==> config.mk <==
export PLATFORM = sky130hd
export DESIGN_NAME = store_merge_unit
export DESIGN_NICKNAME = d
export VERILOG_FILES = /design/src/rtl/riscv_pkg.sv /design/src/rtl/store_byte_merge.sv /design/src/rtl/store_merge_unit.sv
export SDC_FILE = /design/constraint.sdc
export NUM_CORES = 1
export LEC_CHECK = 0
export CORE_MARGIN = 4
export CORE_UTILIZATION = 39
export DETAILED_ROUTE_END_ITERATION = 8
export HOLD_SLACK_MARGIN = 0.06
export PLACE_DENSITY = 0.71
export SLEW_MARGIN = 10
export SYNTH_ARGS = -nofsm -noshare
export SYNTH_HDL_FRONTEND = slang
export SYNTH_SLANG_ARGS = --single-unit
==> constraint.sdc <==
create_clock -name clk -period 1.8 [get_ports clk]
set_input_delay 0.36 -clock clk [delete_from_list [all_inputs] [get_ports clk]]
set_output_delay 0.36 -clock clk [all_outputs]
set_load 0.1 [all_outputs]
==> src/rtl/riscv_pkg.sv <==
// Shared RISC-V datapath types: store widths, store-merge FSM states and the
// alignment/legality rule used when a store is accepted.
package riscv_pkg;

    localparam int DATA_W = 64;

    typedef enum logic [2:0] {
        ST_SB = 3'd0,
        ST_SH = 3'd1,
        ST_SW = 3'd2,
        ST_SD = 3'd3
    } st_type_e;

    typedef enum logic [2:0] {
        S_IDLE  = 3'd0,
        S_READ  = 3'd1,
        S_MERGE = 3'd2,
        S_WRITE = 3'd3,
        S_DONE  = 3'd4
    } smu_state_e;

    // Natural alignment per width; encodings 4..7 are never legal.
    function automatic logic st_legal(input logic [2:0] typ, input logic [2:0] off);
        logic ok;
        case (st_type_e'(typ))
            ST_SB:   ok = 1'b1;
            ST_SH:   ok = ~off[0];
            ST_SW:   ok = (off[1:0] == 2'b00);
            ST_SD:   ok = (off == 3'b000);
            default: ok = 1'b0;
        endcase
        return ok;
    endfunction

endpackage

==> src/rtl/store_byte_merge.sv <==
// Combinational byte-lane replacement: the addressed lanes of a doubleword take
// the right-aligned store data (little-endian), all other lanes pass through.
module store_byte_merge
    import riscv_pkg::*;
(
    input  logic [DATA_W-1:0] old_dw,
    input  logic [DATA_W-1:0] st_data,
    input  logic [2:0]        st_type,
    input  logic [2:0]        offset,
    output logic [DATA_W-1:0] merged_dw
);

    logic [7:0]        base_mask;
    logic [7:0]        lane_mask;
    logic [DATA_W-1:0] shifted;

    always_comb begin
        case (st_type_e'(st_type))
            ST_SB:   base_mask = 8'h01;
            ST_SH:   base_mask = 8'h03;
            ST_SW:   base_mask = 8'h0F;
            ST_SD:   base_mask = 8'hFF;
            default: base_mask = 8'h00;
        endcase
        // Alignment is guaranteed upstream, so the shifted mask never wraps.
        lane_mask = base_mask << offset;
        shifted   = st_data << {offset, 3'b000};
        merged_dw = old_dw;
        for (int i = 0; i < 8; i++) begin
            if (lane_mask[i]) begin
                merged_dw[8*i +: 8] = shifted[8*i +: 8];
            end
        end
    end

endmodule

==> src/rtl/store_merge_unit.sv <==
// Read-modify-write store engine between the datapath (B register / ALU address)
// and the 64-bit data memory; st_done gates the control FSM's next state.
module store_merge_unit
    import riscv_pkg::*;
(
    input  logic              clk,
    input  logic              rst,
    input  logic              st_req,
    input  logic [2:0]        st_type,
    input  logic [DATA_W-1:0] st_addr,
    input  logic [DATA_W-1:0] st_data,
    output logic              st_busy,
    output logic              st_done,
    output logic              st_err,
    output logic [DATA_W-1:0] mem_addr,
    output logic              mem_wr,
    output logic [DATA_W-1:0] mem_wdata,
    input  logic [DATA_W-1:0] mem_rdata
);

    smu_state_e        state_q;
    smu_state_e        state_d;
    logic [2:0]        req_type_q;
    logic [DATA_W-1:0] req_addr_q;
    logic [DATA_W-1:0] req_data_q;
    logic [DATA_W-1:0] merge_q;
    logic              err_q;
    logic              req_legal;
    logic              accept;
    logic [DATA_W-1:0] merged_dw;

    assign req_legal = st_legal(st_type, st_addr[2:0]);
    assign accept    = (state_q == S_IDLE) && st_req;

    store_byte_merge u_merge (
        .old_dw    (mem_rdata),
        .st_data   (req_data_q),
        .st_type   (req_type_q),
        .offset    (req_addr_q[2:0]),
        .merged_dw (merged_dw)
    );

    always_ff @(posedge clk) begin
        if (rst) begin
            state_q <= S_IDLE;
        end else begin
            state_q <= state_d;
        end
    end

    always_comb begin
        state_d = state_q;
        case (state_q)
            S_IDLE: begin
                if (st_req) begin
                    if (!req_legal) begin
                        state_d = S_DONE;
                    end else if (st_type_e'(st_type) == ST_SD) begin
                        state_d = S_WRITE;
                    end else begin
                        state_d = S_READ;
                    end
                end
            end
            S_READ:  state_d = S_MERGE;
            S_MERGE: state_d = S_WRITE;
            S_WRITE: state_d = S_DONE;
            S_DONE:  state_d = S_IDLE;
            default: state_d = S_IDLE;
        endcase
    end

    always_comb begin
        st_busy = (state_q != S_IDLE);
        st_done = (state_q == S_DONE);
        st_err  = (state_q == S_DONE) && err_q;
        mem_wr  = (state_q == S_WRITE);
    end

    // Request latch and merge register; frozen from acceptance until DONE.
    always_ff @(posedge clk) begin
        if (rst) begin
            req_type_q <= '0;
            req_addr_q <= '0;
            req_data_q <= '0;
            merge_q    <= '0;
            err_q      <= 1'b0;
        end else if (accept) begin
            req_type_q <= st_type;
            req_addr_q <= st_addr;
            req_data_q <= st_data;
            err_q      <= ~req_legal;
            if (req_legal && (st_type_e'(st_type) == ST_SD)) begin
                merge_q <= st_data;
            end
        end else if (state_q == S_MERGE) begin
            merge_q <= merged_dw;
        end
    end

    assign mem_addr  = {req_addr_q[DATA_W-1:3], 3'b000};
    assign mem_wdata = merge_q;

endmodule

==> results.toml, run 1 <==
[grt]
grt_pass1_vias = 10680
grt_use_total_pct = 24.66
overflow = 0
grt_pass1_wl_mm = 59.60
grt_max_degree = 112
antenna_found_initial = 5

[logic_synthesis]
ys_async_sr_fraction_pct = 0
synth_top_family_by_area = "compound AO/OA/AOI/OAI gates"
synth_flop_cell = "dfxtp_1"
synth_edf_count = 0
ys_seq_elements = 199
synth-simple-area-share_pct = 18.61
synth_compound_area_share_pct = 21.26
syn_area_per_cell_sq_um = 8.222
syn_area_sq_um = 10640
synth_fa_ha_area_share_pct = 0
muxShareOfSynthArea_pct = 13.17
synth_cell_type_count = 61
netlist_instances = 1294
yosysWarnings = 0
yosysSeqAreaShare_pct = 37.45
synth-xor-area-share_pct = 0

[pwr]
p_leak_nw = 6.493
powerDensity_nw_per_um2 = 803.6
peakVddDrop_uv = 659.4

[timing]
slew_violations = 0
fin_crit_ps = 1828
slew_headroom_pct = 64.96
grt_setup_unrepaired = "true"
hold_viol = 0
setup_tns_ps = -34.21
fin_skew_ps = 15.58
tightest_slew_ps = 525.7
timing.final.ws_setup_ps = -27.98
fmax_mhz = 547.1
period_share_pct = 101.6
finalSetupViolations = 2

[hold_path]
worstHoldPathType = "in2reg"
hp-start = "st_req"

[clocking]
cts_max_path_buffers = 2
htree_levels = 4
cts_root_buf = "clkbuf_16"
cts_buffers = 17
clk_transition_reported_paths_ps = 80
postCtsHoldBufs = 0
cts_tree = "built"
clk_latency_ps = 440
cts_sinks = 199

[detailed_routing]
firstDrtPassIters = 8
viasPerCell = 5.596
vias = 11080
route.detailed.wl_per_inst_um = 20.42
drc_errors = 0
routed_wl_mm = 40.42
drt-initial-drc-count = 895
ant_nets = 0

[status]
violations = "negative setup slack"
status = "complete, but fails checks"

[worst_setup_path]
crit_slowest_cell = "mux4_2"
cp-end-kind = "register"
arrival_ps = 2170
crit_fanout = 18
path_delay_family = "multiplexers"
start_kind = "register"
reg2reg_from = "req_addr_q[1]"
cp-startpoint = "req_addr_q[1]"
cp.required_ps = 2140
cpPeakStageDelay_ps = 480
critPathKind = "reg2reg"
crit_path_cell_trace = "buf_12, clkinvlp_4, mux4_2, nand2_1, o211ai_1, a311oi_1"
crit_buf_inv = 2

[final_layout]
fillers = 2107
drive_above_1_share_pct = 28.00
nNetsFinal = 1821
utilization_pct = 64.50
syn_to_final_growth_pct = 62.93
stdcell_area_sq_um = 17330

[floorplanning]
core_area_sq_um = 26880
dieWidth_um = 173.2
initial_utilization_pct = 39.59
row_count = 60
die-area_sq_um = 29990
io_pins = 330
fp.dieH_um = 173.2

[placement]
port_buffers = 326
placed_cell_area_sq_um = 15880
place_hpwl_mm = 29.50
gp_congestion = 0.9477

[run]
drv_cap = 0
[flip-flops by register name, indices dropped and copies added, names as in the netlist]
name        count
mem_wdata      64
req_data_q     64
req_addr_q     64
req_type_q      3
state_q         3
err_q           1
[kinds of logic (layout without fill, tap and decap cells)]
logic type             count (synthesis)  in the layout
and+or+nand+nor                      460            460
AOI/OAI and AO/OA                    341            341
DFF                                  199            199
buffers and inverters                181            521
muxes                                112            112
other                                  1              6
[cell usage in the layout (no fill, tap or decap), types with 8 or more instances in the layout]
cell,n
nand2_1,303
clkdlybuf4s50_1,192
dfxtp_1,191
a21oi_1,166
buf_12,153
buf_4,107
mux2i_1,62
nor2_1,56
o211ai_1,34
clkbuf_16,23
mux2_2,22
mux4_2,20
a311oi_1,18
buf_6,18
nand3b_1,17
a211o_1,15
nand3_1,14
o21ai_0,13
a211oi_2,10
o21a_1,10
nand2_2,9
a22oi_1,8
a221o_1,8
[metal layers]
layer  GRT usage, %  share of wire, %  up-vias
li1               -                 -     5184
met1          29.27                37     5174
met2          41.38                48      601
met3          8.373                10      118
met4          9.378               4.2        4
met5              0             0.037        -
[stage by stage]
stage / setup slack, ps / total power (W) / hold slack, ps / instances
2_1_floorplan: 3.426 / 0.007790 / 433.4 / 1296
3_3_place_gp: -377.0 / 0.009659 / 447.5 / 1910
3_5_place_dp: -434.5 / 0.009717 / 454.9 / 1910
4_1_cts: -14.24 / 0.01367 / 350.9 / 1946
5_1_grt: -97.94 / 0.01446 / 340.3 / 1980
6_report: -27.98 / 0.01393 / 333.4 / 1980
[worst register-to-register path, stage by stage (launching register included)]
cell	delay, ps
dfxtp_4	380
buf_12	170
clkinvlp_4	180
mux4_2	490
nand2_1	90
o211ai_1	130
a311oi_1	300
[path summary, 6_finish.rpt]
| path | slack, ps | cells after the start | to |
|---|---|---|---|
| setup reg to reg | -30 | 6 | mem_wdata[62] |
| setup / recovery | -30 | 6 | mem_wdata[62] |
| hold / removal | 330 | 3 | mem_wdata[62] |
| hold reg to reg | 470 | 2 | req_data_q[56] |
[synthesized netlist by cell type (2+ instances only)]
cell type | count | area share [%]
a211oi_2 | 9 | 1.1
nand3b_1 | 17 | 1.2
dfxtp_1 | 199 | 37
o31ai_1 | 3 | 0.21
mux2i_1 | 68 | 6.4
buf_4 | 72 | 5.1
and2_1 | 4 | 0.24
o21a_1 | 10 | 0.71
nand4_1 | 3 | 0.18
or3_1 | 2 | 0.12
buf_6 | 5 | 0.53
nand2_1 | 312 | 11
a211o_1 | 15 | 1.2
o211ai_1 | 34 | 2.4
nand4b_1 | 7 | 0.58
nor3_1 | 9 | 0.42
mux2_2 | 24 | 2.5
nor2_1 | 63 | 2.2
a311oi_1 | 24 | 2.0
clkbuf_1 | 79 | 2.8
o21bai_1 | 7 | 0.49
a222oi_1 | 3 | 0.28
a221o_1 | 8 | 0.75
nor2b_1 | 7 | 0.41
buf_2 | 17 | 0.80
a211oi_1 | 4 | 0.28
buf_1 | 2 | 0.071
mux4_2 | 20 | 4.2
a221oi_1 | 3 | 0.25
inv_1 | 5 | 0.18
o41ai_1 | 3 | 0.25
a21oi_1 | 172 | 8.1
nand3_1 | 20 | 0.94
a22oi_1 | 15 | 1.1
or2_2 | 3 | 0.18
nand2b_1 | 3 | 0.18
o21ai_0 | 18 | 0.85
nor3b_1 | 2 | 0.14
[area by class of cell]
| cell class | instances | area, sq um | share of cell area, % |
|---|---|---|---|
| repair buffers | 483 | 6248 | 36.05 |
| multi-input cells | 916 | 6021 | 34.73 |
| well taps | 341 | 426.7 | 2.461 |
| clock buffers | 18 | 439.2 | 2.534 |
| inverters | 6 | 26.28 | 0.1516 |
| clock inverters | 14 | 161.4 | 0.9311 |
| flip-flops and latches | 199 | 4004 | 23.10 |
| diodes | 3 | 7.507 | 0.04331 |
[report_power, final]
part | internal, W | switching [W]
sequential | 0.00468 | 0.000387
combinational | 0.00215 | 0.00275
clock | 0.00202 | 0.00194
total | 0.00885 | 0.00508
[repair_timing]
item                                    4_1_cts  5_1_grt
buffers inserted                              4       24
pin swaps                                     6       58
endpoints found under the setup margin       45       59
cloned                                        0        7
resized for setup                            17      101
Power figures use the tool's default switching activity.
==> inputs of run 2 (changes only) <==
--- a/config.mk
+++ b/config.mk
@@ -5,6 +5,7 @@
 export SDC_FILE = /design/constraint.sdc
 export NUM_CORES = 1
 export LEC_CHECK = 0
+export CORE_ASPECT_RATIO = 1.4
 export CORE_MARGIN = 4
 export CORE_UTILIZATION = 39
 export DETAILED_ROUTE_END_ITERATION = 8
==> run 2 against run 1 <==
The run still ends with negative setup slack left. Via count fell by 0.84%. Setup slack got worse by 9.3 ps. Fmax fell by 0.51%. Final cell count rose by 0.86%. Power fell by 2.9%. Hold slack got worse by 130 ps. Combinational power fell by 1%. Global-route usage rose by 0.76 points. Critical path type unchanged. Largest cell class unchanged.
==> results.toml, run 2 (synthesized netlist as in run 1, its figures left out) <==
[status]
status = "complete, but fails checks"
violations = "negative setup slack"

[pwr]
powerDensity_nw_per_um2 = 795.2
peakVddDrop_uv = 732.7
p_leak_nw = 6.399

[timing]
fin_crit_ps = 1837
slew_headroom_pct = 65.58
grt_setup_unrepaired = "true"
timing.final.ws_setup_ps = -37.33
hold_viol = 0
fin_skew_ps = 17.36
tightest_slew_ps = 516.2
fmax_mhz = 544.3
setup_tns_ps = -86.38
slew_violations = 0
period_share_pct = 102.1
finalSetupViolations = 5

[hold_path]
worstHoldPathType = "in2reg"
min_path_cells = 2

[detailed_routing]
drt-initial-drc-count = 780
routed_wl_mm = 40.81
vias = 10990
ant_nets = 0
firstDrtPassIters = 5
viasPerCell = 5.502
route.detailed.wl_per_inst_um = 20.44
drc_errors = 0

[placement]
dp.cells = 1942
place_hpwl_mm = 30.64
port_buffers = 326
placed_cell_area_sq_um = 15930
gp_congestion = 0.9845

[floorplanning]
initial_utilization_pct = 39.52
core_area_sq_um = 26920
die-area_sq_um = 30020
io_pins = 330
fp.dieH_um = 203.4
dieWidth_um = 147.6
row_count = 71

[final_layout]
multi_input_area_sq_um = 5859
layout_common_cells = "308 x nand2_1, 191 x dfxtp_1, 191 x clkdlybuf4s50_1"
drive_above_1_share_pct = 25.81
layout.cells.non_filler = 1997
nNetsFinal = 1820
seq_area_sq_um = 4006
stdcell_area_sq_um = 17010
fillers = 2200
syn_to_final_growth_pct = 59.85
final_common_cell = "nand2_1"

[clocking]
postCtsHoldBufs = 0
clk_latency_ps = 450
cts_root_buf = "clkbuf_16"
htree_levels = 4
clk_transition_reported_paths_ps = 70
cts_sinks = 199
cts_max_path_buffers = 2
cts_buffers = 17
cts_tree = "built"

[worst_setup_path]
crit_fanout = 10
arrival_ps = 2140
start_kind = "register"
cp.required_ps = 2100
r2r_cells = 7
cp-end-kind = "register"
critPathKind = "reg2reg"

[grt]
overflow = 0
antenna_found_initial = 2
grt_use_total_pct = 25.41
grt_max_degree = 87
grt_pass1_wl_mm = 59.68
grt_pass1_vias = 10830

[run]
drv_cap = 0
## run 2: cell count changes in the layout (fill, tap and decap cells not counted), sizes merged
cell,previous run,this run
clkdlybuf4s50,192,191
clkinvlp,1,3
diode,3,1
dlygate4sd2,0,1
clkinv,7,4
inv,11,7
## run 2: area by class of cell
cell class              count  area share (%)
clock inverters             9          0.4709
flip-flops and latches    199           23.56
repair buffers            482           36.06
inverters                   6          0.1545
multi-input cells         916           34.45
clock buffers              19           2.604
well taps                 365           2.685
diodes                      1         0.01471
## run 2: worst max-delay path, cell delays in order, from the launching register on
cell	delay, ps
dfxtp_4	430
buf_4	150
clkbuf_16	150
mux4_2	580
nand2_2	100
nand3_1	80
o211ai_1	100
a311oi_1	100
## run 2: per-layer routing
layer	global-route usage (%)	wire length, um	vias to the layer above
li1	-	-	5162
met1	26.82	14590	5230
met2	45.97	21170	482
met3	6.846	2992	112
met4	13.22	2040	2
met5	0	13	-
## run 2: power by group
group	switching [W]	internal, W
clock	0.00173	0.00191
sequential	0.000374	0.00468
combinational	0.00272	0.00211
total	0.00482	0.00870
## run 2: path summary, 6_finish.rpt
kind                                     start             end  slack [ps]
worst min-delay path                       rst  req_data_q[63]         210
worst max register to register   req_addr_q[0]   mem_wdata[58]         -40
worst min register to register  req_data_q[57]  req_data_q[57]         470
worst max-delay path             req_addr_q[0]   mem_wdata[58]         -40
## run 2: repair_timing
action	CTS	global route
setup endpoints to repair	51	95
cloned	0	6
pin swaps	5	41
resized for setup	29	50
buffers inserted	8	14
## run 2: metrics by stage
step / setup slack, ps / utilization, % / hold slack, ps / power, W
finish: -37.33 / 63.18 / 205.8 / 0.01352
floorplan: 3.426 / - / 433.4 / 0.007790
global route: -118.3 / 63.18 / 196.6 / 0.01400
CTS: -38.54 / 61.70 / 185.1 / 0.01344
global placement: -450.1 / 59.17 / 447.4 / 0.009690
detailed placement: -498.8 / 59.17 / 454.9 / 0.009756
==> inputs of run 3 (changes only) <==
--- a/config.mk
+++ b/config.mk
@@ -5,12 +5,14 @@
 export SDC_FILE = /design/constraint.sdc
 export NUM_CORES = 1
 export LEC_CHECK = 0
+export CELL_PAD_IN_SITES_DETAIL_PLACEMENT = 1
+export CELL_PAD_IN_SITES_GLOBAL_PLACEMENT = 1
 export CORE_ASPECT_RATIO = 1.4
 export CORE_MARGIN = 4
-export CORE_UTILIZATION = 39
+export CORE_UTILIZATION = 31
 export DETAILED_ROUTE_END_ITERATION = 8
 export HOLD_SLACK_MARGIN = 0.06
-export PLACE_DENSITY = 0.71
+export PLACE_DENSITY_LB_ADDON = 0.1
 export SLEW_MARGIN = 10
 export SYNTH_ARGS = -nofsm -noshare
 export SYNTH_HDL_FRONTEND = slang
==> run 3 against run 2 <==
The run still ends with negative setup slack left. Clock power is 12% higher. Clock-buffer cell count rose by 2. Via count increased by 1.8%. Combinational power grew 8.1%. Final area up 6.1%. Fmax down 2.2%. Critical endpoint is now mem_wdata[4].
==> results.toml, run 3 (synthesized netlist as in run 1, its figures left out) <==
[final_layout]
nNetsFinal = 1869
drive_above_1_share_pct = 30.82
diodes = 0
layout.cells.non_filler = 2135
seq_area_sq_um = 4009
stdcell_area_sq_um = 18040
layout_common_cells = "306 x nand2_1, 195 x clkdlybuf4s50_1, 191 x dfxtp_1"
syn_to_final_growth_pct = 69.58
multi_input_area_sq_um = 6150
fillers = 3790
final_common_cell = "nand2_1"

[timing]
finalSetupViolations = 46
timing.final.ws_setup_ps = -79.18
hold_viol = 0
slew_violations = 0
fin_skew_ps = 8.684
fin_crit_ps = 1879
grt_setup_unrepaired = "true"
fmax_mhz = 532.1
period_share_pct = 104.4

[status]
violations = "negative setup slack"
status = "complete, but fails checks"

[detailed_routing]
routed_wl_mm = 47.42
drt-initial-drc-count = 536
viasPerCell = 5.238
vias = 11180
drc_errors = 0
ant_nets = 0
firstDrtPassIters = 5
route.detailed.wl_per_inst_um = 22.21

[worst_setup_path]
arrival_ps = 2200
crit_path_cell_trace = "buf_6, buf_12, buf_6, nor4_4, buf_4, clkbuf_16, nand2b_1, nand3_2, o211ai_1, a21oi_1"
cpMostUsedCell = "buf_6"
crit_fanout = 6
path_delay_family = "buffers and inverters"
cp-end-kind = "register"
cpPeakStageDelay_ps = 400
crit_buf_inv = 5
crit_slowest_cell = "dfxtp_4"
critPathKind = "reg2reg"
start_kind = "register"
cp.required_ps = 2120

[pwr]
powerDensity_nw_per_um2 = 797.2
peakVddDrop_uv = 618.1
p_leak_nw = 6.733

[clocking]
clk_latency_ps = 460
clk_transition_reported_paths_ps = 80
cts_root_buf = "clkbuf_16"
cts_sinks = 199
htree_levels = 4
cts_buffers = 17
cts_tree = "built"
postCtsHoldBufs = 0
cts_max_path_buffers = 2

[grt]
grt_pass1_vias = 11610
grt_use_total_pct = 24.04
antenna_found_initial = 0
grt_max_degree = 96
overflow = 0
grt_pass1_wl_mm = 68.47

[floorplanning]
die-area_sq_um = 37390
core_area_sq_um = 34030
dieWidth_um = 164.6
fp.dieH_um = 227.2
initial_utilization_pct = 31.26
io_pins = 330
row_count = 80

[placement]
placed_cell_area_sq_um = 16300
port_buffers = 326
gp_congestion = 0.9078
dp.cells = 2061
place_hpwl_mm = 35.19

[run]
drv_cap = 0

[hold_path]
worstHoldPathType = "in2reg"
-- run 3: cell types whose count changed in the layout (fill, tap and decap cells not counted), moves of 7 or more --
cell,delta
mux2i_2,+10
buf_6,+20
a21oi_2,+8
mux2i_1,-13
a21oi_1,-7
buf_4,+19
-- run 3: through the flow --
| step | util (%) | setup slack (ps) | power [W] | TNS [ps] | hold WS, ps |
|---|---|---|---|---|---|
| floorplan | - | 3.426 | 0.007790 | 0 | 433.4 |
| global placement | 47.88 | -417.0 | 0.009876 | -50020 | 452.2 |
| detailed placement | 47.88 | -497.9 | 0.009949 | -59400 | 459.3 |
| CTS | 51.54 | -84.25 | 0.01429 | -1879 | 107.8 |
| global route | 53.01 | -170.2 | 0.01494 | -5151 | 125.5 |
| finish | 53.01 | -79.18 | 0.01438 | -1293 | 133.2 |
-- run 3: timing repair --
item,in CTS,in global routing
endpoints found under the setup margin,57,79
cloned,3,6
setup buffers,25,14
pin swaps,52,68
gates resized for setup,98,81
endpoints found under the hold margin,0,0
-- run 3: worst paths after layout --
path / from / end / slack (ps) / depth (start not counted)
setup reg to reg: req_addr_q[1] / mem_wdata[4] / -80 / 10
hold / removal: rst / state_q[2] / 130 / 2
hold reg to reg: req_data_q[61] / req_data_q[61] / 480 / 2
setup / recovery: req_addr_q[1] / mem_wdata[4] / -80 / 10
-- run 3: worst register-to-register path, cell delays in order (launching register included) --
cell       delay (ps)
dfxtp_4           400
buf_6             160
buf_12            140
buf_6             120
nor4_4            200
buf_4             190
clkbuf_16         150
nand2b_1          110
nand3_2            70
o211ai_1          110
a21oi_1            90
-- run 3: area by class of cell --
cell class / count / share of cell area, %
clock buffers: 21 / 2.497
clock inverters: 11 / 0.8045
inverters: 6 / 0.1456
multi-input cells: 916 / 34.09
flip-flops and latches: 199 / 22.22
well taps: 451 / 3.128
repair buffers: 531 / 37.12
-- run 3: report_power, final --
part | total [W] | internal, W | leakage, nW | switching [W]
logic | 0.00522 | 0.00233 | 4.82 | 0.00289
registers | 0.00508 | 0.00468 | 1.63 | 0.000404
clock network | 0.00408 | 0.00223 | 0.284 | 0.00185
-- run 3: per-layer routing --
layer	global-route usage [%]	up-vias	share of wire, %
met5	0	-	0
met3	5.814	91	6.3
met2	44.74	382	54
met4	10.34	0	3.9
met1	25.59	5459	36
li1	-	5251	-
